**src/rtl/alu_exec_unit.sv**
```systemverilog
// Execute-stage ALU with valid/ready handshakes; shifts run 1 bit/cycle unless
// ALU_EXEC_FAST_SHIFT_EN is defined, which selects a single-cycle barrel shifter.
module alu_exec_unit #(
    parameter int XLEN    = 32,
    parameter int SHAMT_W = 5
) (
    input  logic            clk,
    input  logic            rst_n,
    input  logic            in_valid,
    output logic            in_ready,
    input  logic [3:0]      operation,
    input  logic [XLEN-1:0] op_a,
    input  logic [XLEN-1:0] op_b,
    input  logic [4:0]      rd_in,
    output logic            out_valid,
    input  logic            out_ready,
    output logic [XLEN-1:0] result,
    output logic [4:0]      rd_out,
    output logic            illegal_op
);

    typedef enum logic [1:0] {
        S_IDLE  = 2'd0,
        S_SHIFT = 2'd1,
        S_DONE  = 2'd2
    } state_t;

    typedef enum logic [3:0] {
        OP_NOP  = 4'h0,
        OP_ADD  = 4'h1,
        OP_SLL  = 4'h2,
        OP_SLT  = 4'h3,
        OP_SLTU = 4'h4,
        OP_XOR  = 4'h5,
        OP_SRL  = 4'h6,
        OP_SRA  = 4'h7,
        OP_OR   = 4'h8,
        OP_AND  = 4'h9,
        OP_SUB  = 4'hA
    } op_t;

    state_t              state_q, state_d;
    logic [3:0]          op_q, op_d;
    logic [XLEN-1:0]     result_q, result_d;
    logic [SHAMT_W-1:0]  cnt_q, cnt_d;
    logic [4:0]          rd_q, rd_d;
    logic                illegal_q, illegal_d;

    logic [SHAMT_W-1:0]  shamt;
    logic                is_shift_in;
    logic                is_illegal_in;
    logic                start_shift;
    logic [XLEN-1:0]     alu_res;
    logic [XLEN-1:0]     shift_step;

    assign shamt         = op_b[SHAMT_W-1:0];
    assign is_shift_in   = (operation == OP_SLL) || (operation == OP_SRL) || (operation == OP_SRA);
    assign is_illegal_in = (operation > OP_SUB);

`ifdef ALU_EXEC_FAST_SHIFT_EN
    assign start_shift = 1'b0;
`else
    assign start_shift = is_shift_in && (shamt != '0);
`endif

    // Single-cycle result for the incoming operation; the result register
    // doubles as the shift register while iterating.
    always_comb begin
        alu_res = '0;
        case (operation)
            OP_ADD:  alu_res = op_a + op_b;
            OP_SUB:  alu_res = op_a - op_b;
            OP_SLT:  alu_res = {{(XLEN-1){1'b0}}, ($signed(op_a) < $signed(op_b))};
            OP_SLTU: alu_res = {{(XLEN-1){1'b0}}, (op_a < op_b)};
            OP_XOR:  alu_res = op_a ^ op_b;
            OP_OR:   alu_res = op_a | op_b;
            OP_AND:  alu_res = op_a & op_b;
`ifdef ALU_EXEC_FAST_SHIFT_EN
            OP_SLL:  alu_res = op_a << shamt;
            OP_SRL:  alu_res = op_a >> shamt;
            OP_SRA:  alu_res = $signed(op_a) >>> shamt;
`else
            // Only zero-count shifts complete here, so the operand passes through.
            OP_SLL:  alu_res = op_a;
            OP_SRL:  alu_res = op_a;
            OP_SRA:  alu_res = op_a;
`endif
            default: alu_res = '0;
        endcase
    end

    // The MSB of the shift register stays equal to op_a's sign bit, so SRA
    // replicating it is the same as replicating the captured sign.
    always_comb begin
        shift_step = result_q;
        case (op_q)
            OP_SLL:  shift_step = {result_q[XLEN-2:0], 1'b0};
            OP_SRL:  shift_step = {1'b0, result_q[XLEN-1:1]};
            OP_SRA:  shift_step = {result_q[XLEN-1], result_q[XLEN-1:1]};
            default: shift_step = result_q;
        endcase
    end

    // NOTE: every signal driven here gets a default first, so no path through
    // the case leaves a value unassigned and no latch is inferred.
    always_comb begin
        state_d   = state_q;
        op_d      = op_q;
        result_d  = result_q;
        cnt_d     = cnt_q;
        rd_d      = rd_q;
        illegal_d = illegal_q;
        case (state_q)
            S_IDLE: begin
                if (in_valid) begin
                    op_d      = operation;
                    rd_d      = rd_in;
                    illegal_d = is_illegal_in;
                    cnt_d     = shamt;
                    if (start_shift) begin
                        result_d = op_a;
                        state_d  = S_SHIFT;
                    end else begin
                        result_d = alu_res;
                        state_d  = S_DONE;
                    end
                end
            end
            S_SHIFT: begin
                result_d = shift_step;
                cnt_d    = cnt_q - SHAMT_W'(1);
                if (cnt_q == SHAMT_W'(1)) begin
                    state_d = S_DONE;
                end
            end
            S_DONE: begin
                if (out_ready) begin
                    state_d = S_IDLE;
                end
            end
            default: state_d = S_IDLE;
        endcase
    end

    // NOTE: state updates use non-blocking assignments so every register
    // samples pre-edge values, independent of statement order.
    always_ff @(posedge clk) begin
        if (!rst_n) begin
            // NOTE: datapath registers are reset as well, because the result
            // and tag outputs must read zero after reset, not stale data.
            state_q   <= S_IDLE;
            op_q      <= OP_NOP;
            result_q  <= '0;
            cnt_q     <= '0;
            rd_q      <= '0;
            illegal_q <= 1'b0;
        end else begin
            state_q   <= state_d;
            op_q      <= op_d;
            result_q  <= result_d;
            cnt_q     <= cnt_d;
            rd_q      <= rd_d;
            illegal_q <= illegal_d;
        end
    end

    assign in_ready   = (state_q == S_IDLE);
    assign out_valid  = (state_q == S_DONE);
    assign result     = result_q;
    assign rd_out     = rd_q;
    assign illegal_op = illegal_q;

endmodule

```
**config.mk**
```make
export PLATFORM = sky130hd
export DESIGN_NAME = alu_exec_unit
export DESIGN_NICKNAME = d
export VERILOG_FILES = /design/src/rtl/alu_exec_unit.sv
export SDC_FILE = /design/constraint.sdc
export NUM_CORES = 1
export LEC_CHECK = 0
export ABC_AREA = 1
export CAP_MARGIN = 20
export CORE_ASPECT_RATIO = 1.5
export CORE_MARGIN = 2
export CORE_UTILIZATION = 60
export DETAILED_ROUTE_END_ITERATION = 12
export DONT_BUFFER_PORTS = 1
export GPL_ROUTABILITY_DRIVEN = 0
export PLACE_DENSITY = 0.76
export SETUP_SLACK_MARGIN = 0.15
export SYNTH_ARGS = -nofsm -noshare
export SYNTH_HDL_FRONTEND = slang
export SYNTH_SLANG_ARGS = --single-unit
```
**constraint.sdc**
```tcl
create_clock -name clk -period 3.7 [get_ports clk]
set_input_delay 0.74 -clock clk [delete_from_list [all_inputs] [get_ports clk]]
set_output_delay 0.74 -clock clk [all_outputs]
set_load 0.02 [all_outputs]
```
After elaboration in Yosys (flattened, before gate mapping)

Cells that the tools add are included.

Input port bits: 77
Flip-flop bits (word level): 49
Output and inout port bits: 40
Word-level logic and storage cells: 62

Bitwise gates (word level): 3
Add/subtract/negate cells: 3
Equal/unequal tests: 22
$lt $le $gt $ge: 3
Mux-type cells: 12
Reductions and logical operators: 12

Operator list:

| cell                                                  | number |
|---|---|
| case mux 32 bit (8 select lines)                      | 1 |
| case mux 32 bit (3 select lines)                      | 1 |
| less-than comparator 32 bit                           | 2 |
| two-way mux 32 bit                                    | 2 |
| case mux 32 bit (2 select lines)                      | 1 |
| adder 32 bit                                          | 1 |
| AND 32 bit                                            | 1 |
| OR 32 bit                                             | 1 |
| subtractor 32 bit                                     | 1 |
| XOR 32 bit                                            | 1 |
| == test 4 x 3 -> 1 bit (second input constant)        | 6 |
| == test 4 x 2 -> 1 bit (second input constant)        | 3 |
| == test 4 bit (second input constant)                 | 3 |
| case mux 5 bit (2 select lines)                       | 1 |
| two-way mux 2 bit                                     | 4 |
| inequality test 2 bit (second input constant)         | 3 |
| case mux 2 bit (3 select lines)                       | 1 |
| AND reduction 3 bit                                   | 2 |
| == test 5 x 1 -> 1 bit (second input constant)        | 1 |
| two-way mux 5 bit                                     | 1 |
| nonzero test 5 bit                                    | 1 |
| subtractor 5 x 1 -> 5 bit (second input constant)     | 1 |
| == test 4 x 1 -> 1 bit (second input constant)        | 1 |
| greater-than comparator 4 bit (second input constant) | 1 |
| other kinds (12)                                      | 14 |

Depth between registers and ports, before layout

Gate-level depths: netlist of run 1.

Depth after elaboration: 7
Depth in mapped cells: 19
Mapped depth without buffers: 19

Worst setup path before layout of run 1

Ideal clock, no wire load.

Kind: input to register
From: input op_a[0]
To: register result_q[10] (netlist: result[10])
Stages on the path: 14
Buffers on the path: 0
Path slack: 1,161 ps
Data arrival time: 2,416 ps
Setup time: 123 ps
Required time: 3,577 ps
Cell sequence: inv_1 > ha_1 > inv_1 > fa_1 > nand2_1 > nand2_1 > o21ai_1 > o21bai_1 > a21o_1 > or2_2 > nand3_1 > nand3_1 > nand2_1 > a31oi_1

Cells in the longest elaborated chain, start to end: 5
Elaborated cells on any way between the ends: 6
Those cells by class: add/sub (2); mux (4)

RTL lines:

| element                                                  | line   | source |
|---|---|---|
| start, declared                                          | 12     | `input logic [XLEN-1:0] op_a,` |
| subtractor 32 bit / adder 32 bit (equally long branches) | 72, 71 |  |
| case mux 32 bit (8 select lines) *                       | 70     | `case (operation)` |
| two-way mux 32 bit *                                     | 120    | `if (start_shift) begin` |
| two-way mux 32 bit *                                     | 115    | `if (in_valid) begin` |
| case mux 32 bit (2 select lines) *                       | 113    | `case (state_q)` |
| end signal, assigned                                     | 160    | `result_q <= result_d;` |
| end, declared                                            | 44     | `logic [XLEN-1:0] result_q, result_d;` |

Mark *: on every way between the ends. The rest lies on a longest branch, timed or not. The select of a mux whose other input is x is not followed.
A chain may end at the register's enable or synchronous reset.

Final worst setup path of run 1

From: input op_a[27]
To: register result_q[29] (netlist: result[29])

The elaborated chain is that of the path after synthesis.

==> results, run 1 <==
- The class of the most critical setup path is primary input to flop.
- The worst hold path begins at cnt_q[4].
- Sorting the synthesized cells by how often they occur yields 313 x sky130_fd_sc_hd__nand2_1, 209 x sky130_fd_sc_hd__inv_1, 150 x sky130_fd_sc_hd__a21oi_1.
- The cell type of the slowest stage on the worst timing path is sky130_fd_sc_hd__ha_1.
- The required time at the worst-slack endpoint is 3.92 ns.
- The flow ran to the end, and the final reports show no timing, DRC or antenna violations.
- The synthesized area is 8480 um^2.
- The die boundary width is 101 um.
- STA classifies the critical path endpoint as a flop.
- The H-tree was split into 2 levels.
- The clock transition time at the flip-flop clock pins of the worst setup and hold paths is 0.07 ns.
- The clock reaches the later pin of the worst-skew pair after 0.30 ns.
- The DRC violations left is 0.
- The path class of the tightest hold or removal check is flop to flop.
- Wires add up to 30,400 um.
- The worst hold path was traced through 2 stages.
- The wire length of the first global-routing pass is 47,500 um.
- The count of cells resized by post-cts repair is 0.
- The worst setup path is launched from a primary input.
- The TritonCTS clock tree is yes.
- The worst pin sits at a relative slew slack of 0.277.
- The initial antenna violation count is 0.
- The slew at the pin closest to its max-slew limit is 1.08 ns.
- Of the synthesized area, sequential elements account for 0.116.
- The placed instance area is 8490 um^2.
- Among all flip-flop cells after synthesis, the most frequent one is sky130_fd_sc_hd__dfxtp_1.
- On the final layout, the worst hold slack is 0.492 ns.
- The number of global-route vias before repair is 9,548.
- The height of the die is 150 um.
- The area share of the leading cell type in the synthesized netlist is 0.155.
- Setup violations remaining at the end of the flow were counted as 0.
- In the finished design, the share of the clock period the worst path needs comes to 0.744.
- The highest cell delay on the worst timing path is 0.40 ns.
- The clock sink total is 49.
- In this run, the number of DRC markers left after iteration 0 of detailed routing was 1,026.
- The worst register-to-register path has a depth of 9.
- 0 antenna diodes ended up in the layout.
- The area enclosed by the die boundary is 15,100 um^2.
- Clock tree synthesis selected as its root buffer the cell sky130_fd_sc_hd__clkbuf_16.
- The endpoint identified for the worst register-to-register timing path is result[5].
- For this run, asynchronously set or reset flops after synthesis account for 0.
- The count of non-filler cells in the finished layout is 1,592.
- The area growth from synthesis to layout is 1.80%.
- The net count of the finished layout is 1,610.
- The detailed router placed 10,200 vias in this run.
- The post-route antenna net violation count is 0.
- The post-route minimum period is 2.75 ns.
- After detailed routing, the average wire length per cell comes to 19.1 um.
- The maximum number of pins on one net before global-route repair is 54.
- After detailed placement, the design holds a cell count of 1,584.
- The effective utilization at floorplan is 0.609.
- The startpoint of the most critical register-to-register path is op_q[3].
- The synthesized net count is 1,646.
- The number of warnings printed during yosys synthesis is 0.
- The total congestion overflow after global routing is 0.
- The largest area contributor in the netlist is sky130_fd_sc_hd__ha_1.
- The post-synthesis cell count is 1,462.
- Yosys attributes the largest share of cell area to sky130_fd_sc_hd__ha_1 15%, sky130_fd_sc_hd__nand2_1 14%, sky130_fd_sc_hd__dfxtp_1 12%, sky130_fd_sc_hd__inv_1 9.3%, sky130_fd_sc_hd__a21oi_1 8.9%.
- After synthesis, the netlist uses 48 different library cells.
- The number of primary I/O pins is 117.
- During placement, the flow inserted port buffers numbering 0.
- The count of pins over their slew limit is 0.
- The quantity of hold-fixing buffers added after cts is 0.
- Using the TritonRoute via totals, the vias-per-cell ratio works out to 6.41.
- The placeable core area is 13,900 um^2.
- Traced cell by cell, the critical path runs through inv_1, ha_1, nor2_1, inv_1, nor3_1, nand2_1, nor3_1, nand2_1, nand3_1, nand3_1, nand3_1, nand2_1, a21oi_1.
- The number of buffers inserted to repair setup after CTS is 0.
- Before antenna repair, the detailed router went through 6 iterations.
- The number of flops mapped to enable cells by yosys is 0.
- The register-to-register setup slack is 1.02 ns.
- In the global route stage, overall resource usage came out at 0.395.
- The arrival time of the worst setup path is 2.98 ns.
- The peak ir drop on the vdd network is 0.320 mV.
- The final sum of negative setup slack is 0 ns.
- The final design area excluding fillers is 8630 um^2.
- Of the cells placed in the final design, the portion with a size suffix greater than 1 is 0.0673.
- The average cell area after synthesis is 5.80 um^2.
- Max-cap violations in this run came to 0.
- Setup repair after global routing left no endpoint under its margin.
- Power spread over the standard cell area amounts to 320 nW/um^2.
- The hold violation total from the final report was 0.
- The number of CTS-inserted buffers is 5.
- The detailed placer's ending HPWL is 24,000 um.
- The number of standard-cell rows in the floorplan is 53.
- The peak fanout along the critical path is 8.
- sky130_fd_sc_hd__nand2_1 is the most common cell in the netlist.
- For this run, the top clock speed supported by timing is 363 MHz.
- After synthesis the netlist holds a flip-flop and latch count of 49.
- For the final database, setup skew stands at 0.0121 ns.
- The cell leakage power is 4.31 nW.
- The end point of the most critical hold path is cnt_q[4].
- No sink is reached through more buffers than the 2 on the longest clock path.
## logic make-up after synthesis
group                    after synthesis  share of synthesized area
adder cells (fa/ha/maj)              107                      0.160
AND/OR/NAND/NOR                      618                      0.310
AO/OA/AOI/OAI                        395                      0.270
XOR/XNOR                               7                    0.00723
buffers and inverters                286                      0.137
flip-flops                            49                      0.116
## power breakdown
part	internal [mW]	total [mW]	leakage, nW	switching (mW)
logic	0.445	1.40	3.84	0.960
clock network	0.252	0.463	0.0702	0.211
registers	0.648	0.897	0.405	0.249
## metal layers
layer / part of all wire / wire (um) / vias to the layer above / GRT usage
li1: - / - / 4764 / -
met1: 0.34 / 10400 / 4521 / 0.437
met2: 0.46 / 14000 / 712 / 0.661
met3: 0.11 / 3320 / 213 / 0.0766
met4: 0.089 / 2720 / 0 / 0.291
met5: 0 / 0 / - / 0
## worst max-delay path: cells and delay by family
family / cells / cell delay, ns
and+or+nand+nor: 9 / 1.58
adders and majority gates: 1 / 0.40
AOI/OAI and AO/OA: 1 / 0.13
buffers and inverters: 2 / 0.12
## cells in the final DEF, fill, tap and decap left out, drive strengths merged, types with 2 or more instances in the layout
master  Yosys  layout
o21a        8       8
a221oi     22      22
fa          2       2
buf        30      13
o21bai     14      14
nor2      133     133
nor4        7       7
and3        2       2
xor2        6       6
nand4       7       7
o21ai     121     121
o22ai      39      39
a21o        2       2
o31ai       3       3
a21oi     161     161
o211ai      9       9
clkbuf     26       5
o221ai      2       2
inv       230     231
nor3       13      13
nand2     330     330
a31oi      10      10
ha        105     105
dfxtp      49      49
or2        13      13
nand3     112     112
## stage by stage
| stage | setup slack [ns] | total power [mW] | utilization |
|---|---|---|---|
| 2_1_floorplan | 1.16 | 1.91 | - |
| 3_3_place_gp | 0.778 | 2.24 | 0.609 |
| 3_5_place_dp | 0.740 | 2.26 | 0.609 |
| 4_1_cts | 1.04 | 2.72 | 0.620 |
| 5_1_grt | 0.770 | 2.95 | 0.620 |
| 6_report | 0.947 | 2.77 | 0.620 |
## worst max-delay path by stage
stage / end / start / depth (start not counted) / slack, ns
finish: result[29] / op_a[27] / 13 / 0.95
global route: result[3] / op_q[3] / 9 / 0.77
CTS: result[10] / op_a[0] / 14 / 1.04
detailed placement: result[10] / op_a[0] / 14 / 0.74
global placement: result[10] / op_a[0] / 14 / 0.78
floorplan: result[10] / op_a[0] / 14 / 1.16
## layout make-up
type | count | area, um^2
Clock inverter | 3 | 21.3
Multi-Input combinational cell | 1127 | 6330
Inverter | 230 | 866
Timing Repair Buffer | 13 | 97.6
Sequential cell | 49 | 981
Clock buffer | 5 | 125
Fill cell | 1427 | 5290
Tap cell | 165 | 206
## flip-flops by register name, summed over array words and instances, names as in the netlist
| register | flops |
|---|---|
| result | 32 |
| illegal_op | 1 |
| cnt_q | 5 |
| op_q | 4 |
| rd_out | 5 |
| state_q | 2 |
No activity file was read; power rests on OpenSTA's default activity.
==> run 2, diff against run 1 <==
==> constraint.sdc (replaced) <==
create_clock -name clk -period 2.56 [get_ports clk]
set_input_delay 0.512 -clock clk [delete_from_list [all_inputs] [get_ports clk]]
set_output_delay 0.512 -clock clk [all_outputs]
set_load 0.02 [all_outputs]
==> run 2 against run 1 <==
Against the previous run: global-route usage is 0.52 points higher; sequential power is 44% higher; sequential share of layout area is 0.45 points lower; largest cell class unchanged; highest routed layer unchanged.
==> results, run 2 (same netlist as run 1, synthesis figures left out) <==
- The run finished with clean final reports.
- In this run the standard cell core region covers 13,900 um^2.
- The largest single stage delay on the critical path is 0.40 ns.
- The arrival time of the worst setup path is 2.55 ns.
- met2 is the most crowded layer.
- The total congestion overflow after global routing is 0.
- The worst setup path is captured at a flop.
- In this run the tool buffered the top-level ports with 0 buffer cells.
- In the global route stage, overall resource usage came out at 0.401.
- The maximum number of pins on one net before global-route repair is 44.
- The most common cell after layout, fill and taps aside is sky130_fd_sc_hd__nand2_1.
- Based on the critical path, the design can be clocked at up to 432 MHz.
- In this run the worst path has a maximum fanout of 7.
- The die covers 15,100 um^2.
- The met2 track demand over resource in global routing is 0.664.
- The required time at the worst-slack endpoint is 2.79 ns.
- In this run the horizontal extent of the chip is 101 um.
- The number of CTS-inserted buffers is 5.
- The post-route minimum period is 2.31 ns.
- Leaving out fill and tap cells, the most frequent cells in the layout are 312 x sky130_fd_sc_hd__nand2_1, 209 x sky130_fd_sc_hd__inv_1, 149 x sky130_fd_sc_hd__a21oi_1, 120 x sky130_fd_sc_hd__nor2_1, 111 x sky130_fd_sc_hd__nand3_1.
- Once detail routing completed, the nets flagged for antenna violations numbered 0.
- The worst pin sits at a relative slew slack of 0.477.
- The number of diodes added for antenna fixing is 0.
- The clock sink total is 49.
- The DRC marker count from the first detailed-route iteration is 1,138.
- The detailed placer's ending HPWL is 24,700 um.
- For met1 alone, demand over resource in global routing was 0.454.
- The initial antenna violation count is 0.
- The TritonCTS clock tree is yes.
- The count of pins over their slew limit is 0.
- The average via count per standard cell is 6.33.
- The pre-CTS setup slack is -0.0101 ns.
- The slew at the pin closest to its max-slew limit is 0.783 ns.
- The hold violation total from the final report came to 0.
- The core occupancy in the finished layout is 0.645.
- The wire length of the first global-routing pass is 47,800 um.
- The peak ir drop on the vdd network is 0.339 mV.
- The kind of path behind the tightest hold check is primary input to flop.
- The worst register-to-register path has a setup slack of 0.76 ns.
- Traced cell by cell, the critical path runs through inv_1, ha_1, a21oi_1, o21ai_0, a21oi_1, nor2_1, nor2_1, nand2_1, nand2_1, nand3_1, nand3_1, nand2_1, a21oi_1.
- For the worst-skew pair, the clock arrives at the later sink with an insertion delay of 0.30 ns.
- On the critical path, the stage with the largest delay is an instance of sky130_fd_sc_hd__ha_1.
- The setup skew after layout is 0.00664 ns.
- The initial utilization of the core area, before any placement, comes to 0.609.
- The clock transition time at the flip-flop clock pins of the worst setup and hold paths is 0.07 ns.
- Across the run, the number of max-cap violations was 0.
- The detailed router placed 10,300 vias in this run.
- In the finished design, the share of the clock period the worst path needs comes to 0.904.
- After detailed routing, the number of remaining DRC violations is 0.
- The critical path is of the primary input to flop type.
- The number of primary I/O pins is 117.
- From synthesis to final layout, the design area changed by 5.99%.
- The total iterations of the first detailed-routing run is 6.
- The deepest clock path buffer count is 2.
- The root buffer cell is sky130_fd_sc_hd__clkbuf_16.
- Once routing completed, OpenROAD measured the worst setup slack at 0.246 ns.
- For this run, global-route usage on met3 was measured as 0.0705.
- The number of global-route vias before repair is 9,709.
- For this run, the post-layout net count is 1,650.
- The total number of H-tree levels is 2.
- Setup repair after global routing could not meet its margin everywhere.
- After detailed routing, the total wire length is 31,100 um.
- The power density of the placed cells is 460 nW/um^2.
- The floorplan has 53 rows.
- The register with the most flip-flops in the layout has 32 of them.
- The worst setup path is launched from a primary input.
- Setup violations remaining at the end of the flow were counted as 0.
- The average wire length per cell after detail routing is 19.1 um.
- The height of the die is 150 um.
- In the final layout, the share of cells above drive strength 1 is 0.103.
- The cell leakage power is 4.50 nW.
run 2: cell count changes in the layout (fill, tap and decap cells not counted), sizes merged:
cell,before,now
buf,13,53
run 2: metrics by stage:
step / power [mW] / std cells / instance area [um^2] / hold WS, ns / TNS, ns
2_1_floorplan: 2.76 / 1462 / 8480 / 0.452 / 0
4_1_cts: 4.05 / 1632 / 8940 / 0.346 / 0
3_5_place_dp: 3.36 / 1624 / 8790 / 0.487 / -0.0122
6_report: 4.14 / 1632 / 8990 / 0.346 / 0
5_1_grt: 4.40 / 1632 / 8990 / 0.346 / 0
3_3_place_gp: 3.34 / 1624 / 8790 / 0.468 / -0.0108
run 2: critical path: cells and delay by family:
kind                       cells  cell delay [ns]
adders and majority gates      1             0.40
buffers and inverters          1             0.03
AOI/OAI and AO/OA              4             1.00
and+or+nand+nor                7             0.60
run 2: routing by layer:
metal	routed length (um)	part of all wire
met1	10800	0.35
met2	14200	0.46
met3	3320	0.11
met4	2800	0.090
met5	0	0
run 2: worst paths after layout:
kind / endpoint / from / depth (start not counted)
setup / recovery: result[30] / op_a[21] / 13
hold / removal: rd_out[4] / rst_n / 2
setup reg to reg: result[23] / state_q[0] / 8
hold reg to reg: op_q[1] / op_q[1] / 2
run 2: area by class of cell:
class	instances	area [um^2]
inverters	230	866
multi-input cells	1127	6390
fillers	1384	4940
clock buffers	5	125
clock inverters	3	25.0
repair buffers	53	398
flip-flops and latches	49	981
well taps	165	206
run 2: what timing repair did:
item	CTS	global route
gates resized for setup	0	17
hold buffers	0	0
setup buffers	0	0
endpoints found under the setup margin	0	11
run 2: power by group:
group / switching (mW) / total [mW] / internal (mW)
Clock: 0.325 / 0.693 / 0.368
Sequential: 0.358 / 1.29 / 0.936
Combinational: 1.43 / 2.15 / 0.721
Total: 2.11 / 4.14 / 2.03
==> run 3, diff against run 2 <==
--- a/config.mk
+++ b/config.mk
@@ -9,11 +9,10 @@
 export CAP_MARGIN = 20
 export CORE_ASPECT_RATIO = 1.5
 export CORE_MARGIN = 2
-export CORE_UTILIZATION = 60
+export CORE_UTILIZATION = 58
 export DETAILED_ROUTE_END_ITERATION = 12
-export DONT_BUFFER_PORTS = 1
 export GPL_ROUTABILITY_DRIVEN = 0
-export PLACE_DENSITY = 0.76
+export PLACE_DENSITY = 0.84
 export SETUP_SLACK_MARGIN = 0.15
 export SYNTH_ARGS = -nofsm -noshare
 export SYNTH_HDL_FRONTEND = slang
==> run 3 against run 2 <==
Against the previous run: the run now fails in 5_1_grt; synthesized cell count is the same; synthesized area is the same.
==> results, run 3 <==
- The share of the Yosys chip area taken by registers is 0.116.
- Of the total synthesized cell area, the portion taken by AND, OR, NAND and NOR gates is 0.310.
- The mux cell area share after synthesis is 0.
- The run stopped with a tool error.
- The fraction of the mapped netlist area in compound gates is 0.270.
- The clock tree synthesis step divided the H-tree into 2 levels.
- Clock tree synthesis found a total of 49 sinks.
- For this design, the CTS-stage hold fixing added 0 buffers.
- The average cell area after synthesis is 5.80 um^2.
- The number of CTS-inserted buffers is 5.
- The number of flops mapped to enable cells by yosys is 0.
- For this run, the leading register cell type out of synthesis is sky130_fd_sc_hd__dfxtp_1.
- The initialized floorplan defines 54 standard-cell rows.
- The tool reported: "[ERROR GRT-0232] Routing congestion too high. Check the congestion heatmap in the GUI".
- The die boundary width is 103 um.
- The area share of the leading cell type in the synthesized netlist is 0.155.
- The most repeated cell in the gate-level netlist after synthesis is sky130_fd_sc_hd__nand2_1.
- After global routing the overflow that remains totals 190.
- The count of different cell masters after synthesis is 48.
- Ranked by total cell area, the synthesized netlist is headed by sky130_fd_sc_hd__ha_1 15%, sky130_fd_sc_hd__nand2_1 14%, sky130_fd_sc_hd__dfxtp_1 12%, sky130_fd_sc_hd__inv_1 9.3%, sky130_fd_sc_hd__a21oi_1 8.9%.
- Counting along the longest clock path gives a buffer depth of 2.
- The dominant combinational cell family by area after synthesis is simple AND/OR/NAND/NOR gates.
- For this configuration, the core starts out at a cell density of 0.589.
- The detailed placer's ending HPWL is 26,800 um.
- Ranked by instance count, the synthesized netlist is headed by 313 x sky130_fd_sc_hd__nand2_1, 209 x sky130_fd_sc_hd__inv_1, 150 x sky130_fd_sc_hd__a21oi_1.
- The synthesized area is 8480 um^2.
- The synthesized net count is 1,646.
- After the last repair the worst path ends at a register input.
- Once global-route timing repair stopped, the endpoint with the least setup slack was result[31]$_SDFFE_PN0P_/D.
- The largest area contributor in the netlist is sky130_fd_sc_hd__ha_1.
- The share of flip-flops with an asynchronous set or reset after synthesis is 0.
- The height of the die is 152 um.
- The xor and xnor fraction of the mapped netlist area is 0.00723.
- Entering global routing, the biggest net connects 39 pins.
- The post-synthesis cell count is 1,462.
- In this run the count of I/O pins placed on the die edge is 117.
- The stage where the flow stopped is 5_1_grt.
- The overall fraction of global-route tracks in use is 0.831.
- The root buffer cell is sky130_fd_sc_hd__clkbuf_16.
- Of the total synthesized cell area, the portion taken by full adders, half adders and majority gates is 0.160.
- During placement, the flow inserted port buffers numbering 116.
- The placed instance area is 11,600 um^2.
- The number of warnings printed during yosys synthesis is 0.
- The total of flip-flops plus latches after synthesis is 49.
-- run 3: per-stage QoR --
stage / cells / utilization / hold slack [ns] / setup slack (ns)
floorplan: 1462 / - / 0.452 / 0.249
global placement: 1975 / 0.807 / 0.463 / -0.416
detailed placement: 1975 / 0.807 / 0.472 / -0.479
CTS: 1987 / 0.868 / 0.487 / 0.130
-- run 3: cell families after synthesis --
group,after synthesis
simple gates,618
flops,49
compound gates,395
xor+xnor,7
buf+inv,286
fa+ha+maj,107
-- run 3: routing by layer --
metal,track usage,GRT overflow
met1,0.816,5
met5,0.271,0
met2,0.979,129
met3,0.690,2
met4,0.863,54
-- run 3: timing repair --
item | CTS
pin swaps | 55
setup buffers | 5
endpoints found under the setup margin | 29
gates resized for setup | 229
==> run 4, diff against run 3 <==
--- a/config.mk
+++ b/config.mk
@@ -7,13 +7,11 @@
 export LEC_CHECK = 0
 export ABC_AREA = 1
 export CAP_MARGIN = 20
-export CORE_ASPECT_RATIO = 1.5
 export CORE_MARGIN = 2
-export CORE_UTILIZATION = 58
+export CORE_UTILIZATION = 40
 export DETAILED_ROUTE_END_ITERATION = 12
 export GPL_ROUTABILITY_DRIVEN = 0
-export PLACE_DENSITY = 0.84
-export SETUP_SLACK_MARGIN = 0.15
+export PLACE_DENSITY_LB_ADDON = 0.15
 export SYNTH_ARGS = -nofsm -noshare
 export SYNTH_HDL_FRONTEND = slang
 export SYNTH_SLANG_ARGS = --single-unit
==> run 4 against run 3 <==
Against the previous run: the run now ends clean.
==> results, run 4 (same netlist as run 1, synthesis figures left out) <==
- Data on the critical path arrives at its endpoint at 2.71 ns.
- In this run the number of H-tree levels came out at 2.
- Setup repair after global routing could not meet its margin everywhere.
- Max-cap violations in this run came to 0.
- The power density of the placed cells is 391 nW/um^2.
- In this run, post-CTS hold repair placed 0 buffers.
- Static timing analysis puts the maximum clock frequency at 396 MHz.
- The signed area change from the synthesized netlist to the final layout is 62.5%.
- The worst setup path is of the primary input to flop kind.
- The final-report setup violation count is 0.
- The tree is rooted in a sky130_fd_sc_hd__clkbuf_16.
- The count of pins over their slew limit is 0.
- The combined area of the multi-input logic cells is 7670 um^2.
- The deepest clock path buffer count is 2.
- The initial antenna violation count is 0.
- The flow ran to the end, and the final reports show no timing, DRC or antenna violations.
- The fraction of final layout cells with drive strength greater than 1 is 0.369.
- For this design the top-level I/O count stands at 117.
- During placement, the flow inserted port buffers numbering 116.
- The floorplan step defined a die boundary enclosing 22,400 um^2.
- The clock sink total is 49.
- On the final layout, the worst clock skew is 0.00596 ns.
- The routed design could run at a clock period as short as 2.52 ns.
- The die boundary width is 150 um.
- For this run the aggregate overflow at the end of global routing stands at 0.
- The area taken by flip-flops and latches is 981 um^2.
- The worst reg-to-reg path cell count is 8.
- The peak fanout along the critical path is 5.
- The height of the die is 150 um.
- In the finished design, the share of the clock period the worst path needs comes to 0.985.
- In the layout the commonest cells are 306 x sky130_fd_sc_hd__buf_4, 261 x sky130_fd_sc_hd__nand2_1, 154 x sky130_fd_sc_hd__inv_1, 106 x sky130_fd_sc_hd__a21oi_1, 94 x sky130_fd_sc_hd__nand3_1.
- Detailed placement ended at an HPWL of 28,300 um.
- The hold violation total from the final report is 0.
- Measured on the finished design, the core utilization comes to 0.660.
- The library cell used most frequently in the layout, excluding fill and tap cells, is sky130_fd_sc_hd__buf_4.
- The overall fraction of global-route tracks in use is 0.311.
- The effective utilization at floorplan is 0.406.
- TritonCTS built the clock tree.
- The worst-case IR drop observed on VDD is 0.321 mV.
- Counting buffers and inverters, the worst setup path is 14 cells deep.
- 0 antenna diodes ended up in the layout.
- For this design the static power due to leakage is 6.76 nW.
- The post-route antenna net violation count is 0.
- The slowest stage of the critical path belongs to the cell sky130_fd_sc_hd__clkdlybuf4s50_1.
- The final worst-path setup slack is 0.0372 ns.
- The register with the most flip-flops in the layout has 32 of them.
- The placed instance area is 12,100 um^2.
- After floorplanning, the core was sized to cover 20,900 um^2.
- The cell with the most instances on the worst path is sky130_fd_sc_hd__a21oi_1.
- The DRC violations left is 0.
- The total via count after detailed routing is 11,800.
- The relative slew slack is 0.446.
- The layout has 1,849 filler cells.
- STA classifies the critical path startpoint as a primary input.
- The number of CTS-inserted buffers is 5.
- The final design area excluding fillers is 13,800 um^2.
- In this run, the number of DRC markers left after iteration 0 of detailed routing was 1,143.
- The kind of capture point of the worst setup path is a flop.
- The total iterations of the first detailed-routing run is 8.
- The number of global-route vias before repair came to 10,900.
- The slew at the pin closest to its max-slew limit is 0.830 ns.
- Dividing the detail-routed via count by the number of cells gives 5.56.
- Clock-pin slew was measured on the worst setup and hold paths at 0.07 ns.
- After floorplanning, the core was divided into 53 placement rows.
- Entering global routing, the biggest net connects 54 pins.
- The family of cells with the greatest summed delay on the critical path is buffers and inverters.
- The wire length of the first global-routing pass is 55,200 um.
- The number of buffers and inverters on the critical path is 4.
- The required time at the worst-slack endpoint is 2.75 ns.
- The total wire length is 36,900 um.
- The tightest min-delay check is of the flop to flop type.
- OpenSTA, run right after detailed placement, puts the worst setup slack at -0.616 ns.
- The layout net count is 2,032.
- The average wire length per cell after detail routing is 17.4 um.
- The highest cell delay on the worst timing path is 0.48 ns.
- For the worst-skew pair, the clock arrives at the later sink with an insertion delay of 0.30 ns.
- The overall power consumption is 5.39 mW.
- The hold path depth is 2.
- The critical path goes through clkdlybuf4s50_1, inv_1, ha_4, buf_4, nand2_1, inv_1, a21oi_1, o21bai_1, a21oi_1, or2_2, nand3_1, nand3_1, nand2_1, a21oi_1.
[run 4: power breakdown]
part | internal (mW) | switching [mW] | leakage (nW)
combinational | 1.58 | 2.04 | 6.28
clock | 0.366 | 0.315 | 0.0712
sequential | 0.937 | 0.156 | 0.405
[run 4: stage by stage]
step / setup TNS, ns / std cells / hold WS (ns)
floorplan: 0 / 1462 / 0.452
finish: 0 / 2124 / 0.481
global route: -0.491 / 2124 / 0.510
detailed placement: -11.41 / 2097 / 0.473
global placement: -10.53 / 2097 / 0.464
CTS: 0 / 2113 / 0.485
[run 4: worst paths after layout]
| check | from | slack, ns | endpoint |
|---|---|---|---|
| max | op_a[10] | 0.04 | result[16] |
| min | op_q[1] | 0.48 | op_q[1] |
| max reg2reg | state_q[0] | 0.72 | result[19] |
| min reg2reg | op_q[1] | 0.48 | op_q[1] |
[run 4: final cells by class]
class,count,area share
clock buffers,6,0.00935
clock inverters,2,0.000999
inverters,230,0.0637
multi-input cells,1127,0.556
flip-flops and latches,49,0.0712
well taps,275,0.0250
repair buffers,435,0.273
[run 4: worst reg2reg max path: stages, from the launching register on]
cell and delay [ns]:
sky130_fd_sc_hd__dfxtp_1 0.38, sky130_fd_sc_hd__inv_2 0.06, sky130_fd_sc_hd__nor2_4 0.18, sky130_fd_sc_hd__o31ai_1 0.16
sky130_fd_sc_hd__o21ai_2 0.15, sky130_fd_sc_hd__inv_1 0.18, sky130_fd_sc_hd__buf_4 0.24, sky130_fd_sc_hd__o21ai_0 0.32
sky130_fd_sc_hd__a21oi_2 0.04
[run 4: repair_timing]
item                                    4_1_cts  5_1_grt
gates resized for setup                      94      314
setup buffers                                 8       11
endpoints found under the setup margin       26       27
pin swaps                                    12       94
[run 4: routing by layer]
| metal | up-vias | wire [um] | global-route usage |
|---|---|---|---|
| met3 | 174 | 2960 | 0.0381 |
| met5 | - | 0 | 0 |
| li1 | 5646 | - | - |
| met4 | 0 | 2790 | 0.186 |
| met1 | 5424 | 14300 | 0.378 |
| met2 | 568 | 16900 | 0.525 |
==> RTL change (flow settings as in run 4) <==
The parameter `SHAMT_W` goes from 5 to 10.
--- a/src/rtl/alu_exec_unit.sv
+++ b/src/rtl/alu_exec_unit.sv
@@ -2,7 +2,7 @@
 // ALU_EXEC_FAST_SHIFT_EN is defined, which selects a single-cycle barrel shifter.
 module alu_exec_unit #(
     parameter int XLEN    = 32,
-    parameter int SHAMT_W = 5
+    parameter int SHAMT_W = 10
 ) (
     input  logic            clk,
     input  logic            rst_n,
Behaviour: not the same (a bounded check fails within 4 cycles, from zero or initial values and one cycle with rst_n low).
==> RTL change against run 4 <==
Clock skew grew 0.0011 ns. Synthesized area up 5.1%. Worst setup slack improved by 0.013 ns. Power down 9.9%. Non-clock buffer count increased by 40. Highest routed layer unchanged. Sequential cell count increased by 5. Design area is 5.0% higher. Sequential share of layout area up 0.36 points. Via count increased by 4.8%. Combinational power is 13% lower. Wire length grew 9.3%.
==> RTL change: results (changes against run 4) <==
Synthesis
  • Top cells by area, synth: ha_1 (15%), nand2_1 (13%), dfxtp_1 (12%), inv_1 (8.9%), nand3_1 (6.8%)
  • Fraction of registers with async set/reset: 0 (unchanged)
  • Most frequent cells after synthesis: nand2_1 (315), inv_1 (212), nor2_1 (161), nand3_1 (121), o21ai_0 (115)
  • Syn_nets: 1701 (+3.3%)
  • Ys Warns: 0 (unchanged)
  • Avg Inst Size Synth: 5.88 um^2 (+1.3%)
  • Register area share after synthesis: 0.121 (+0.00559)
  • Ys flop type: dfxtp_1
  • Synth unique cells: 60 (+25%)

CTS
  • Cts bufs inserted: 5 (unchanged)
  • Clk root buf: clkbuf_16
  • Clock latency on the worst-skew pair: 0.30 ns (about the same)
  • Clk buf depth: 2 (unchanged)
  • Clock Pin Slew Worst Setup and Hold Paths: 0.07 ns (about the same)
  • H-tree lvl count: 2 (unchanged)

Detailed routing
  • Initial DRC count: 1131 (-1.0%)
  • Drt total wl: 40400 um (+9.3%)
  • Routed vias: 12400 (+4.8%)
  • Drt pass-1 iters: 8 (unchanged)

Worst setup path
  • Worst Path Arrival: 2.70 ns (about the same)
  • Reg2Reg Depth: 14 (+6)
  • Reg-to-reg startpoint: cnt_q[0]$_SDFFE_PN0P_
  • Crit path max fanout: 3 (-2)
  • CP max-delay cell: fa_2
  • Setup slack, reg-to-reg: 0.58 ns (-0.14 ns)
  • Worst R2R End: cnt_q[8]$_SDFFE_PN0P_
  • Critical path origin: op_a[0]
  • CP peak stage delay: 0.36 ns (-0.12 ns)
  • End of the critical path: result[8]$_SDFFE_PN0P_

Global route
  • Largest net degree at the start of global routing: 50 (-7.4%)
  • Antenna violations before repair: 0 (unchanged)
  • Global-route wire length before repair: 61200 um (+11%)
  • Gr usage total: 0.322 (+0.0107)

Hold path
  • Hold Crit Start: op_q[3]$_SDFFE_PN0P_
  • HP Class: reg2reg

Final layout
  • Ant diodes: 0 (unchanged)
  • Layout cells sized above 1: 0.377 (+0.00742)
  • Max FFs per register: 32 (unchanged)
  • Layout Nets: 2124 (+4.5%)
  • Non-filler cells, final: 2220 (+4.5%)

Pwr
  • Leak: 7.19 nW (+6.4%)
  • Max VDD drop: 315 uV (-2.0%)

Placed design
  • Cells after DPL: 2179 (+3.9%)
  • I/O Buffers: 116 (unchanged)
  • Dpl hpwl: 31100 um (+9.7%)

Timing
  • Final Skew: 0.00704 ns (+0.00108 ns)
  • Slew margin rel.: 0.478 (+0.0320)

Run status
  • Status: complete, no violations
-- RTL change: routing by layer --
metal,vias up,part of all wire,global-route usage
met1,5646,0.39,0.405
met5,-,0,0
li1,5888,-,-
met2,667,0.46,0.533
met4,0,0.073,0.181
met3,176,0.079,0.0369
-- RTL change: cell families (layout without fill, tap and decap cells) --
kind of cell	Yosys count	in the layout	synth area share
adder cells (fa/ha/maj)	107	107	0.152
flip-flops	54	54	0.121
AO/OA/AOI/OAI	377	377	0.253
XOR/XNOR	13	13	0.0128
AND/OR/NAND/NOR	673	673	0.324
buffers and inverters	293	716	0.137
-- RTL change: critical path, delay by kind of cell --
kind	cells	cell delay, ns
AOI/OAI and AO/OA	3	0.50
xor gates and xnor gates	1	0.15
buffers and inverters	5	0.69
adders and majority gates	2	0.53
and+or+nand+nor	4	0.32
-- RTL change: layout make-up --
cell class,count,area (um^2)
fill,1912,7360
multi-input combinational,1170,7950
tap,280,350
inverter,234,893
clock inverter,2,13.8
clock buffer,5,125
sequential,54,1080
timing repair buffer,475,4050
-- RTL change: through the flow --
| step | power (W) | hold WS [ns] | utilization | worst slack [ns] | instance area [um^2] |
|---|---|---|---|---|---|
| final | 0.00486 | 0.471 | 0.663 | 0.0498 | 14500 |
| after global routing | 0.00511 | 0.498 | 0.663 | -0.0693 | 14500 |
| after CTS | 0.00451 | 0.471 | 0.618 | -0.0426 | 13500 |
| after detailed placement | 0.00363 | 0.460 | 0.578 | -0.658 | 12600 |
| after global placement | 0.00361 | 0.456 | 0.578 | -0.679 | 12600 |
| after floorplan | 0.00233 | 0.445 | - | 0.241 | 8910 |
-- RTL change: repair_timing --
| action | 4_1_cts | 5_1_grt |
|---|---|---|
| buffers inserted | 15 | 19 |
| hold buffers | 0 | 0 |
| setup endpoints to repair | 25 | 29 |
| gates resized for setup | 154 | 275 |
| pin swaps | 28 | 106 |
-- RTL change: worst min path at each step --
stage                      endpoint  slack, ns  cells past startpoint
6_report       op_q[3]$_SDFFE_PN0P_       0.47                      2
5_1_grt        op_q[3]$_SDFFE_PN0P_       0.50                      2
4_1_cts        op_q[3]$_SDFFE_PN0P_       0.47                      2
3_5_place_dp   op_q[3]$_SDFFE_PN0P_       0.46                      2
3_3_place_gp   op_q[3]$_SDFFE_PN0P_       0.46                      2
2_1_floorplan  op_q[3]$_SDFFE_PN0P_       0.45                      2
-- RTL change: where the power goes --
group	total, W	switching [W]	internal, W
clock	0.000700	0.000339	0.000361
combinational	0.00314	0.00174	0.00140
sequential	0.00102	0.0000942	0.000929
